$ cat src/rtl/kempston_mouse_if.sv
// CPU-side I/O read bus between the Z80 bus decoder and the Kempston mouse port.
interface kempston_mouse_if;
  logic        en;
  logic [15:0] a;
  logic        iord;
  logic [7:0]  d_out;
  logic        d_out_active;

  modport master (output en, output a, output iord, input d_out, input d_out_active);
  modport slave  (input en, input a, input iord, output d_out, output d_out_active);
endinterface

$ cat src/rtl/kempston_mouse.sv
// PS/2 mouse front-end: enables streaming with 0xF4, assembles 3-byte movement
// packets into wrapping X/Y positions and buttons, and serves the Kempston ports.
module kempston_mouse #(
  parameter int CLK_FREQ     = 28_000_000,
  parameter int INHIBIT_US   = 120,
  parameter int TIMEOUT_US   = 2000,
  parameter int INIT_WAIT_MS = 600
) (
  input  logic clk28,
  input  logic rst,
  input  logic ps2_clk_in,
  input  logic ps2_dat_in,
  output logic ps2_clk_oe,
  output logic ps2_dat_oe,
  output logic ready,
  kempston_mouse_if.slave bus
);

  // Timer lengths in clk28 cycles; split as kHz * us / 1000 to stay inside 32 bits.
  localparam int CYC_PER_MS = CLK_FREQ / 1000;
  localparam int INIT_CYC   = CYC_PER_MS * INIT_WAIT_MS;
  localparam int INH_CYC    = (CYC_PER_MS * INHIBIT_US) / 1000;
  localparam int TMO_CYC    = (CYC_PER_MS * TIMEOUT_US) / 1000;
  localparam logic [31:0] INIT_LAST = 32'(((INIT_CYC > 1) ? INIT_CYC : 1) - 1);
  localparam logic [31:0] INH_LAST  = 32'(((INH_CYC  > 1) ? INH_CYC  : 1) - 1);
  localparam logic [31:0] TMO_LAST  = 32'(((TMO_CYC  > 1) ? TMO_CYC  : 1) - 1);
  localparam logic [7:0]  CMD_ENABLE = 8'hF4;
  localparam logic [7:0]  RSP_ACK    = 8'hFA;

  typedef enum logic [2:0] {
    ST_WAIT    = 3'd0,
    ST_INHIBIT = 3'd1,
    ST_TX      = 3'd2,
    ST_TX_ACK  = 3'd3,
    ST_RX_ACK  = 3'd4,
    ST_STREAM  = 3'd5
  } state_t;

  // Odd parity bit: makes the total count of ones across data and parity odd.
  function automatic logic odd_parity(input logic [7:0] data);
    return ~(^data);
  endfunction

  state_t      state_r, state_nxt;
  logic [1:0]  clk_sync_r, dat_sync_r;
  logic [7:0]  clk_hist_r, dat_hist_r;
  logic        clk_filt_r, dat_filt_r, clk_filt_d_r;
  logic [31:0] delay_cnt_r, wdog_cnt_r;
  logic [9:0]  tx_sr_r;
  logic [3:0]  tx_cnt_r;
  logic        tx_low_r;
  logic [9:0]  rx_sr_r;
  logic [3:0]  rx_cnt_r;
  logic [1:0]  pkt_idx_r;
  logic [7:0]  b0_r, b1_r, x_r, y_r;
  logic [2:0]  btn_r;   // {middle, left, right}, 1 = pressed
  logic        clk_oe_s, dat_oe_s, ready_s;
  logic        fall_s, wait_done_s, inhibit_last_s, wdog_active_s, timeout_s;
  logic        rx_en_s, rx_done_s, rx_good_s;
  logic [7:0]  rx_byte_s;
  logic        unused_s;

  assign fall_s         = clk_filt_d_r & ~clk_filt_r;
  assign wait_done_s    = (state_r == ST_WAIT) && (delay_cnt_r == INIT_LAST);
  assign inhibit_last_s = (state_r == ST_INHIBIT) && (delay_cnt_r == INH_LAST);
  assign wdog_active_s  = (state_r == ST_TX) || (state_r == ST_TX_ACK) || (state_r == ST_RX_ACK) ||
                          ((state_r == ST_STREAM) && (rx_cnt_r != 4'd0));
  assign timeout_s      = wdog_active_s && (wdog_cnt_r == TMO_LAST);
  assign rx_en_s        = (state_r == ST_RX_ACK) || (state_r == ST_STREAM);
  assign rx_done_s      = rx_en_s && fall_s && (rx_cnt_r == 4'd10);
  assign rx_byte_s      = rx_sr_r[8:1];
  assign rx_good_s      = ~rx_sr_r[0] & dat_filt_r & (odd_parity(rx_byte_s) == rx_sr_r[9]);
  assign unused_s       = ^{bus.a[15:11], b0_r[5:3]};

  // Two-flop synchroniser followed by an 8-equal-sample glitch filter on each line.
  always_ff @(posedge clk28) begin
    if (rst) begin
      clk_sync_r   <= 2'b11;
      dat_sync_r   <= 2'b11;
      clk_hist_r   <= 8'hFF;
      dat_hist_r   <= 8'hFF;
      clk_filt_r   <= 1'b1;
      dat_filt_r   <= 1'b1;
      clk_filt_d_r <= 1'b1;
    end else begin
      clk_sync_r   <= {clk_sync_r[0], ps2_clk_in};
      dat_sync_r   <= {dat_sync_r[0], ps2_dat_in};
      clk_hist_r   <= {clk_hist_r[6:0], clk_sync_r[1]};
      dat_hist_r   <= {dat_hist_r[6:0], dat_sync_r[1]};
      clk_filt_r   <= (&clk_hist_r) ? 1'b1 : ((~|clk_hist_r) ? 1'b0 : clk_filt_r);
      dat_filt_r   <= (&dat_hist_r) ? 1'b1 : ((~|dat_hist_r) ? 1'b0 : dat_filt_r);
      clk_filt_d_r <= clk_filt_r;
    end
  end

  // FSM state register.
  always_ff @(posedge clk28) begin
    if (rst) state_r <= ST_WAIT;
    else     state_r <= state_nxt;
  end

  // FSM next-state logic: init handshake, then stream forever.
  always_comb begin
    state_nxt = state_r;
    case (state_r)
      ST_WAIT:    if (wait_done_s) state_nxt = ST_INHIBIT; else state_nxt = state_r;
      ST_INHIBIT: if (inhibit_last_s) state_nxt = ST_TX; else state_nxt = state_r;
      ST_TX: begin
        if (timeout_s) state_nxt = ST_WAIT;
        else if (fall_s && (tx_cnt_r == 4'd9)) state_nxt = ST_TX_ACK;
        else state_nxt = state_r;
      end
      ST_TX_ACK: begin
        if (timeout_s) state_nxt = ST_WAIT;
        else if (fall_s) state_nxt = dat_filt_r ? ST_WAIT : ST_RX_ACK;
        else state_nxt = state_r;
      end
      ST_RX_ACK: begin
        if (timeout_s) state_nxt = ST_WAIT;
        else if (rx_done_s) state_nxt = (rx_good_s && (rx_byte_s == RSP_ACK)) ? ST_STREAM : ST_WAIT;
        else state_nxt = state_r;
      end
      ST_STREAM: state_nxt = ST_STREAM;
      default:   state_nxt = ST_WAIT;
    endcase
  end

  // FSM output decode: clock inhibit, data pull-down and ready flag.
  always_comb begin
    clk_oe_s = 1'b0;
    dat_oe_s = 1'b0;
    ready_s  = 1'b0;
    case (state_r)
      ST_INHIBIT: begin
        clk_oe_s = 1'b1;
        dat_oe_s = inhibit_last_s;
      end
      ST_TX:     dat_oe_s = tx_low_r;
      ST_STREAM: ready_s  = 1'b1;
      default: begin
        clk_oe_s = 1'b0;
        dat_oe_s = 1'b0;
        ready_s  = 1'b0;
      end
    endcase
  end

  // Registered line drivers and ready flag.
  always_ff @(posedge clk28) begin
    if (rst) begin
      ps2_clk_oe <= 1'b0;
      ps2_dat_oe <= 1'b0;
      ready      <= 1'b0;
    end else begin
      ps2_clk_oe <= clk_oe_s;
      ps2_dat_oe <= dat_oe_s;
      ready      <= ready_s;
    end
  end

  // Init-wait / inhibit duration counter, restarted on every state change.
  always_ff @(posedge clk28) begin
    if (rst || (state_nxt != state_r)) delay_cnt_r <= 32'd0;
    else if ((state_r == ST_WAIT) || (state_r == ST_INHIBIT)) delay_cnt_r <= delay_cnt_r + 32'd1;
    else delay_cnt_r <= 32'd0;
  end

  // Watchdog: cycles since the last device clock fall while a transfer is pending.
  always_ff @(posedge clk28) begin
    if (rst || !wdog_active_s || fall_s || timeout_s) wdog_cnt_r <= 32'd0;
    else wdog_cnt_r <= wdog_cnt_r + 32'd1;
  end

  // Host transmit shifter: start bit at end of inhibit, then data, parity, stop.
  always_ff @(posedge clk28) begin
    if (rst) begin
      tx_sr_r  <= 10'd0;
      tx_cnt_r <= 4'd0;
      tx_low_r <= 1'b0;
    end else if (state_r == ST_WAIT) begin
      tx_sr_r  <= {1'b1, odd_parity(CMD_ENABLE), CMD_ENABLE};
      tx_cnt_r <= 4'd0;
      tx_low_r <= 1'b0;
    end else if (inhibit_last_s) begin
      tx_low_r <= 1'b1;
    end else if ((state_r == ST_TX) && fall_s) begin
      tx_low_r <= ~tx_sr_r[0];
      tx_sr_r  <= {1'b1, tx_sr_r[9:1]};
      tx_cnt_r <= tx_cnt_r + 4'd1;
    end else begin
      tx_low_r <= tx_low_r;
    end
  end

  // Device receive shifter: 11 bits per frame, sampled on clock falls.
  always_ff @(posedge clk28) begin
    if (rst || !rx_en_s || timeout_s) begin
      rx_cnt_r <= 4'd0;
    end else if (fall_s) begin
      if (rx_cnt_r == 4'd10) begin
        rx_cnt_r <= 4'd0;
      end else begin
        rx_cnt_r <= rx_cnt_r + 4'd1;
        rx_sr_r  <= {dat_filt_r, rx_sr_r[9:1]};
      end
    end else begin
      rx_cnt_r <= rx_cnt_r;
    end
  end

  // Packet assembly; the whole position/button update lands on byte 2.
  always_ff @(posedge clk28) begin
    if (rst) begin
      pkt_idx_r <= 2'd0;
      b0_r      <= 8'd0;
      b1_r      <= 8'd0;
      x_r       <= 8'd0;
      y_r       <= 8'd0;
      btn_r     <= 3'b000;
    end else if (state_r != ST_STREAM || timeout_s) begin
      pkt_idx_r <= 2'd0;
    end else if (rx_done_s) begin
      if (!rx_good_s) begin
        pkt_idx_r <= 2'd0;
      end else begin
        case (pkt_idx_r)
          2'd0: if (rx_byte_s[3]) begin b0_r <= rx_byte_s; pkt_idx_r <= 2'd1; end
          2'd1: begin b1_r <= rx_byte_s; pkt_idx_r <= 2'd2; end
          2'd2: begin
            btn_r     <= {b0_r[2], b0_r[0], b0_r[1]};
            x_r       <= b0_r[6] ? x_r : x_r + b1_r;
            y_r       <= b0_r[7] ? y_r : y_r + rx_byte_s;
            pkt_idx_r <= 2'd0;
          end
          default: pkt_idx_r <= 2'd0;
        endcase
      end
    end else begin
      pkt_idx_r <= pkt_idx_r;
    end
  end

  // Kempston port decode on the registered position and button state.
  always_comb begin
    bus.d_out        = 8'hFF;
    bus.d_out_active = 1'b0;
    if (bus.en && bus.iord && (bus.a[7:0] == 8'hDF)) begin
      case (bus.a[10:8])
        3'b011: begin bus.d_out = x_r; bus.d_out_active = 1'b1; end
        3'b111: begin bus.d_out = y_r; bus.d_out_active = 1'b1; end
        3'b010: begin bus.d_out = {5'b11111, ~btn_r}; bus.d_out_active = 1'b1; end
        default: begin bus.d_out = 8'hFF; bus.d_out_active = 1'b0; end
      endcase
    end else begin
      bus.d_out        = 8'hFF;
      bus.d_out_active = 1'b0;
    end
  end

endmodule

$ cat src/flat_wrapper.sv
// flat-port wrapper written by rule: the top's interface ports become plain ports
module kempston_mouse_flat 
#(
  parameter int CLK_FREQ     = 28_000_000,
  parameter int INHIBIT_US   = 120,
  parameter int TIMEOUT_US   = 2000,
  parameter int INIT_WAIT_MS = 600
)
  (clk28, rst, ps2_clk_in, ps2_dat_in, ps2_clk_oe, ps2_dat_oe, ready, bus_en, bus_a, bus_iord, bus_d_out, bus_d_out_active);
  kempston_mouse_if bus_i ();
  input  logic clk28;
  input  logic rst;
  input  logic ps2_clk_in;
  input  logic ps2_dat_in;
  output logic ps2_clk_oe;
  output logic ps2_dat_oe;
  output logic ready;
  input wire logic [$bits(bus_i.en)-1:0] bus_en;
  input wire logic [$bits(bus_i.a)-1:0] bus_a;
  input wire logic [$bits(bus_i.iord)-1:0] bus_iord;
  output wire logic [$bits(bus_i.d_out)-1:0] bus_d_out;
  output wire logic [$bits(bus_i.d_out_active)-1:0] bus_d_out_active;
  assign bus_i.en = bus_en;
  assign bus_i.a = bus_a;
  assign bus_i.iord = bus_iord;
  assign bus_d_out = bus_i.d_out;
  assign bus_d_out_active = bus_i.d_out_active;
  kempston_mouse #(.CLK_FREQ(CLK_FREQ), .INHIBIT_US(INHIBIT_US), .TIMEOUT_US(TIMEOUT_US), .INIT_WAIT_MS(INIT_WAIT_MS)) u_core (.clk28(clk28), .rst(rst), .ps2_clk_in(ps2_clk_in), .ps2_dat_in(ps2_dat_in), .ps2_clk_oe(ps2_clk_oe), .ps2_dat_oe(ps2_dat_oe), .ready(ready), .bus(bus_i));
endmodule
$ cat config.mk
export PLATFORM = sky130hd
export DESIGN_NAME = kempston_mouse_flat
export DESIGN_NICKNAME = d
export VERILOG_FILES = /design/src/rtl/kempston_mouse_if.sv /design/src/rtl/kempston_mouse.sv /design/src/flat_wrapper.sv
export SDC_FILE = /design/constraint.sdc
export NUM_CORES = 1
export LEC_CHECK = 0
export BUFFER_PORTS_ARGS = -buffer_cell sky130_fd_sc_hd__clkbuf_2
export CAP_MARGIN = 40
export CORE_UTILIZATION = 25
export CTS_CLUSTER_SIZE = 16
export DETAILED_ROUTE_END_ITERATION = 10
export PLACE_DENSITY = 0.39
export SLEW_MARGIN = 5
export SYNTH_ARGS = -nofsm -noshare
export SYNTH_HDL_FRONTEND = slang
export SYNTH_SLANG_ARGS = --single-unit
export TNS_END_PERCENT = 50
$ cat constraint.sdc
create_clock -name clk28 -period 5.8 [get_ports clk28]
set_input_delay 0.87 -clock clk28 [delete_from_list [all_inputs] [get_ports clk28]]
set_output_delay 0.87 -clock clk28 [all_outputs]
set_load 0.02 [all_outputs]
=== After elaboration in Yosys (flattened, before gate mapping) ===
Cells that the tools add are included.

* Add/subtract/negate cells: 6
* Equality and inequality tests: 22
* Mux-type cells: 27
* Bitwise logic cells: 15
* Reduce and logical (&&, ||, !) cells: 50

{| class="wikitable"
|+ Operators with widths
! kind !! count
|-
| 32-bit by 1-bit adder with 32-bit output, second input constant || 2
|-
| 32-bit by 12-bit equality test with 1-bit output, second input constant || 1
|-
| 32-bit by 16-bit equality test with 1-bit output, second input constant || 1
|-
| 32-bit by 25-bit equality test with 1-bit output, second input constant || 1
|-
| 10-bit two-way mux || 3
|-
| 3-bit two-way mux || 10
|-
| 8-bit case mux with 3 select lines || 1
|-
| 3-bit case mux with 6 select lines || 1
|-
| 8-bit adder || 2
|-
| 8-bit equality test, second input constant || 2
|-
| 8-bit AND reduction || 2
|-
| 8-bit OR reduction || 2
|-
| 5-bit AND reduction || 3
|-
| 3-bit by 2-bit equality test with 1-bit output, second input constant || 4
|-
| 1-bit logical OR || 12
|-
| 1-bit logical AND || 11
|-
| 1-bit inverter || 11
|-
| 2-bit OR reduction || 5
|-
| 3-bit equality test, second input constant || 3
|-
| 4-bit by 1-bit adder with 4-bit output, second input constant || 2
|-
| 4-bit equality test, second input constant || 2
|-
| 8-bit two-way mux || 1
|-
| 4-bit AND reduction || 2
|-
| 8-bit parity || 1
|-
| other kinds (23) || 35
|}

* Register bits after elaboration: 159
* Bits of input ports: 22
* Logic and storage cells: 145

=== Longest topological paths before layout ===
* Depth after elaboration: 12
* Gate-level depth with buffers: 9
* Mapped depth without buffers: 9

=== Worst setup path after synthesis ===
No wires, ideal clock.

* Kind: input to output
* Start point: input bus_a[10]
* End point: output bus_d_out[0]
* Arrival: 3.569 ns
* Required time: 4.930 ns
* Setup slack: 1.361 ns
* Stages: 3
* Buffers on the path: 1
* Path through: clkbuf_1 a2111oi_0 o21ai_0

* Word-level cells in the longest chain between the ends: 3
* Elaborated cells on any way between the ends: 5

{| class="wikitable"
|+ RTL lines
! item !! line !! source
|-
| start: declaration || flat_wrapper.sv:19 || <nowiki>input wire logic [$bits(bus_i.a)-1:0] bus_a;</nowiki>
|-
| 3-bit by 2-bit equality test with 1-bit output / 3-bit equality test (equally long branches) || kempston_mouse.sv:248 || <nowiki>case (bus.a[10:8])</nowiki>
|-
| 8-bit case mux with 3 select lines (*) || kempston_mouse.sv:248 ||
|-
| 8-bit two-way mux (*) || kempston_mouse.sv:247 || <nowiki>if (bus.en && bus.iord && (bus.a[7:0] == 8'hDF)) begin</nowiki>
|-
| end: declaration || flat_wrapper.sv:21 || <nowiki>output wire logic [$bits(bus_i.d_out)-1:0] bus_d_out;</nowiki>
|}

Mark *: on every way between the ends. The rest lies on a longest branch, timed or not.

=== Worst setup path in the final report ===
* Start point: input bus_a[8]
* End point: output bus_d_out[5]

The elaborated chain is that of the path after synthesis.

==> impl_metrics.env <==
export IMPL_coreArea_um2=28100
export IMPL_crit_family="buffers and inverters"
export IMPL_critical_path_max_fanout=12
export IMPL_cts_root_buffer="clkbuf_16"
export IMPL_first_iter_violations=223
export IMPL_hp_class="register to register"
export IMPL_postCtsSetupBuffers=0
export IMPL_synthDominantCellAreaShare=0.406
export IMPL_place_hpwl_um=10700
export IMPL_fin_crit_ns=3.20
export IMPL_p_leak_nw=2.97
export IMPL_grt_first_pass_wirelength_um=26200
export IMPL_die_area_um2=29500
export IMPL_synth_area_leaders="dfxtp_1 41%, nor2_1 7.2%, xor2_1 5.0%, edfxtp_1 4.2%, mux2i_1 4.0%"
export IMPL_setup_viol=0
export IMPL_async_flop_share=0
export IMPL_slowest_stage="a2111oi_1"
export IMPL_cts_clk_slew_worst_paths_ns=0.06
export IMPL_power_switching_mw=0.488
export IMPL_cts_hold_buf=0
export IMPL_yosys_area_top_type="dfxtp_1"
export IMPL_crit_arrival_ns=2.33
export IMPL_status="finished, final reports clean"
export IMPL_synth_most_common_cell="dfxtp_1"
export IMPL_cp_end_kind="primary output"
export IMPL_fin_tns_setup_ns=0
export IMPL_finClkSkew_ns=0.0128
export IMPL_relSlewSlack=0.480
export IMPL_pre_cts_ws_ns=2.60
export IMPL_synthToLayoutAreaGrowth_pct=15.8
export IMPL_place_inst=1191
export IMPL_seq_area_frac_synth=0.447
export IMPL_avgSynthCellArea_um2=8.87
export IMPL_clk_path_buf_depth=2
export IMPL_cp_buffers_inverters=4
export IMPL_wl_per_cell_um=12.6
export IMPL_io_buffer_count=28
export IMPL_worstMarginPinSlew_ns=0.775
export IMPL_drc=0
export IMPL_drv_slew=0
export IMPL_slowest_delay_ns=0.50
export IMPL_path_common_cell="clkbuf_2"
export IMPL_die_width_um=172
export IMPL_synth_warnings=0
export IMPL_p_int_mw=1.73
export IMPL_crit_path_cell_trace="clkbuf_2, inv_1, a2111oi_1, clkdlybuf4s15_2, o21ai_0, clkbuf_2"
export IMPL_layout_drive_gt1_share=0.114
export IMPL_ant_nets=0
export IMPL_fin_hold_ws_ns=0.412
export IMPL_grtUsageTotal=0.114
export IMPL_synth_distinct_cells=56
export IMPL_clock_sinks=156
export IMPL_synth_ff_type="dfxtp_1"
export IMPL_overflow=0
export IMPL_swShare=0.220
export IMPL_power_mw=2.22
export IMPL_grt_start_max_net_pins=44
export IMPL_fin_crit_sh=0.552
export IMPL_cp_required_ns=4.93
export IMPL_via_count=5395
export IMPL_cts_buffers=17
export IMPL_htree_levels=4
export IMPL_critical_path_class="input port to primary output"
export IMPL_cap_violations=0
export IMPL_syn_nets=858
export IMPL_final_hold_viol_count=0
export IMPL_synth_edf_count=10
export IMPL_synth_cells=812
export IMPL_globalplace_congestion=0.708
export IMPL_p_clk_frac=0.493
export IMPL_power_frac_comb=0.015
export IMPL_fin_ws_ns=2.60
export IMPL_start_kind="input port"
export IMPL_cts_tree="yes"
export IMPL_antenna_found_initial=0
export IMPL_power_ir_vdd_worst_v=0.000192
export IMPL_grt_pass1_vias=5279
export IMPL_ios=34
export IMPL_fmax_mhz=312
export IMPL_fillerInstances=3039
export IMPL_dr_pass1_iters=4
export IMPL_final_cell_count_no_fill=1223
export IMPL_synthTopCellsByCount="146 x dfxtp_1, 139 x nor2_1, 49 x nand2_1"
export IMPL_syn_area_um2=7200
export IMPL_antenna_cells=0
export IMPL_start_util=0.256
export IMPL_nets=878
export IMPL_powerDensity_nw_per_um2=266
export IMPL_clk_latency_ns=0.43
export IMPL_vias_per_cell=4.41
export IMPL_postCtsResizedCells=0
export IMPL_totalWireLength_um=15400
export IMPL_p_seq_frac=0.492
export IMPL_synth_seq_cells=156
export IMPL_row_count=61
export IMPL_rsz0062_at_grt="false"
export IMPL_die_h_um=172
[per-stage QoR]
stage / util / area (um2)
2_1_floorplan: - / 7200
3_3_place_gp: 0.275 / 7720
3_5_place_dp: 0.276 / 7760
4_1_cts: 0.297 / 8340
5_1_grt: 0.297 / 8340
6_report: 0.297 / 8340
[logic make-up (layout without fill, tap and decap cells)]
group / count (synthesis) / count (layout) / synth area share
and+or+nand+nor: 382 / 382 / 0.269
DFF: 156 / 156 / 0.447
AOI/OAI and AO/OA: 80 / 80 / 0.0653
xor gates and xnor gates: 75 / 75 / 0.0941
buffers and inverters: 63 / 96 / 0.0351
muxes: 32 / 32 / 0.0450
adders and majority gates: 24 / 24 / 0.0438
[power by group through the flow]
| stage | clock network [mW] | logic (mW) | registers, mW |
|---|---|---|---|
| 2_1_floorplan | 0 | 0.0227 | 1.11 |
| 3_3_place_gp | 0 | 0.0355 | 1.11 |
| 3_5_place_dp | 0 | 0.0353 | 1.11 |
| 4_1_cts | 1.14 | 0.0354 | 1.09 |
| 5_1_grt | 1.18 | 0.0398 | 1.09 |
| 6_report | 1.09 | 0.0341 | 1.09 |
[final cells by class]
cell class | count | area (um2) | share of cell area
sequential | 156 | 3220 | 0.386
clock buffer | 21 | 470 | 0.0564
timing repair buffer | 36 | 224 | 0.0269
tap | 378 | 473 | 0.0567
multi-input combinational | 593 | 3730 | 0.448
clock inverter | 11 | 109 | 0.0131
inverter | 28 | 105 | 0.0126
[layer usage]
layer / GRT usage / up-vias / routed length, um
met3: 0.0249 / 12 / 478
met4: 0.0435 / 0 / 214
met2: 0.185 / 70 / 6900
met5: 0 / - / 0
met1: 0.146 / 2471 / 7820
li1: - / 2842 / -
[worst paths after layout]
kind / slack, ns / cells after the start / end / startpoint
max reg2reg: 2.67 / 7 / u_core.x_r[7]$_SDFFE_PP0P_ / u_core.rx_sr_r[7]$_DFFE_PP_
max: 2.60 / 6 / bus_d_out[5] / bus_a[8]
min reg2reg: 0.41 / 1 / u_core.clk_hist_r[0]$_SDFF_PP1_ / u_core.clk_sync_r[1]$_SDFF_PP1_
min: 0.41 / 1 / u_core.clk_hist_r[0]$_SDFF_PP1_ / u_core.clk_sync_r[1]$_SDFF_PP1_
[state kept, by name, summed over array words and instances, names as in the netlist, 3 cells and up]
| name | flops |
|---|---|
| u_core.delay_cnt_r | 32 |
| u_core.y_r | 8 |
| u_core.dat_hist_r | 8 |
| u_core.x_r | 8 |
| u_core.b0_r | 5 |
| u_core.btn_r | 3 |
| u_core.b1_r | 8 |
| u_core.state_r | 3 |
| u_core.tx_sr_r | 10 |
| u_core.rx_sr_r | 10 |
| u_core.wdog_cnt_r | 32 |
| u_core.tx_cnt_r | 4 |
| u_core.clk_hist_r | 8 |
| u_core.rx_cnt_r | 4 |
[cell usage in the layout, fill, tap and decap left out, drive strengths merged, types with 7 or more instances in the layout]
cell type  count
xnor2         33
nor2b         10
nand3         34
nand4         23
nor2         139
nor3          30
inv           31
ha            22
nor4          15
or2           22
edfxtp        10
a31oi          8
buf            7
mux2i         29
xor2          41
clkbuf        49
and3          12
nand2         49
and4           7
a21oi         27
dfxtp        146
o21ai         26
Note: power is estimated with default switching activity, not from simulation.
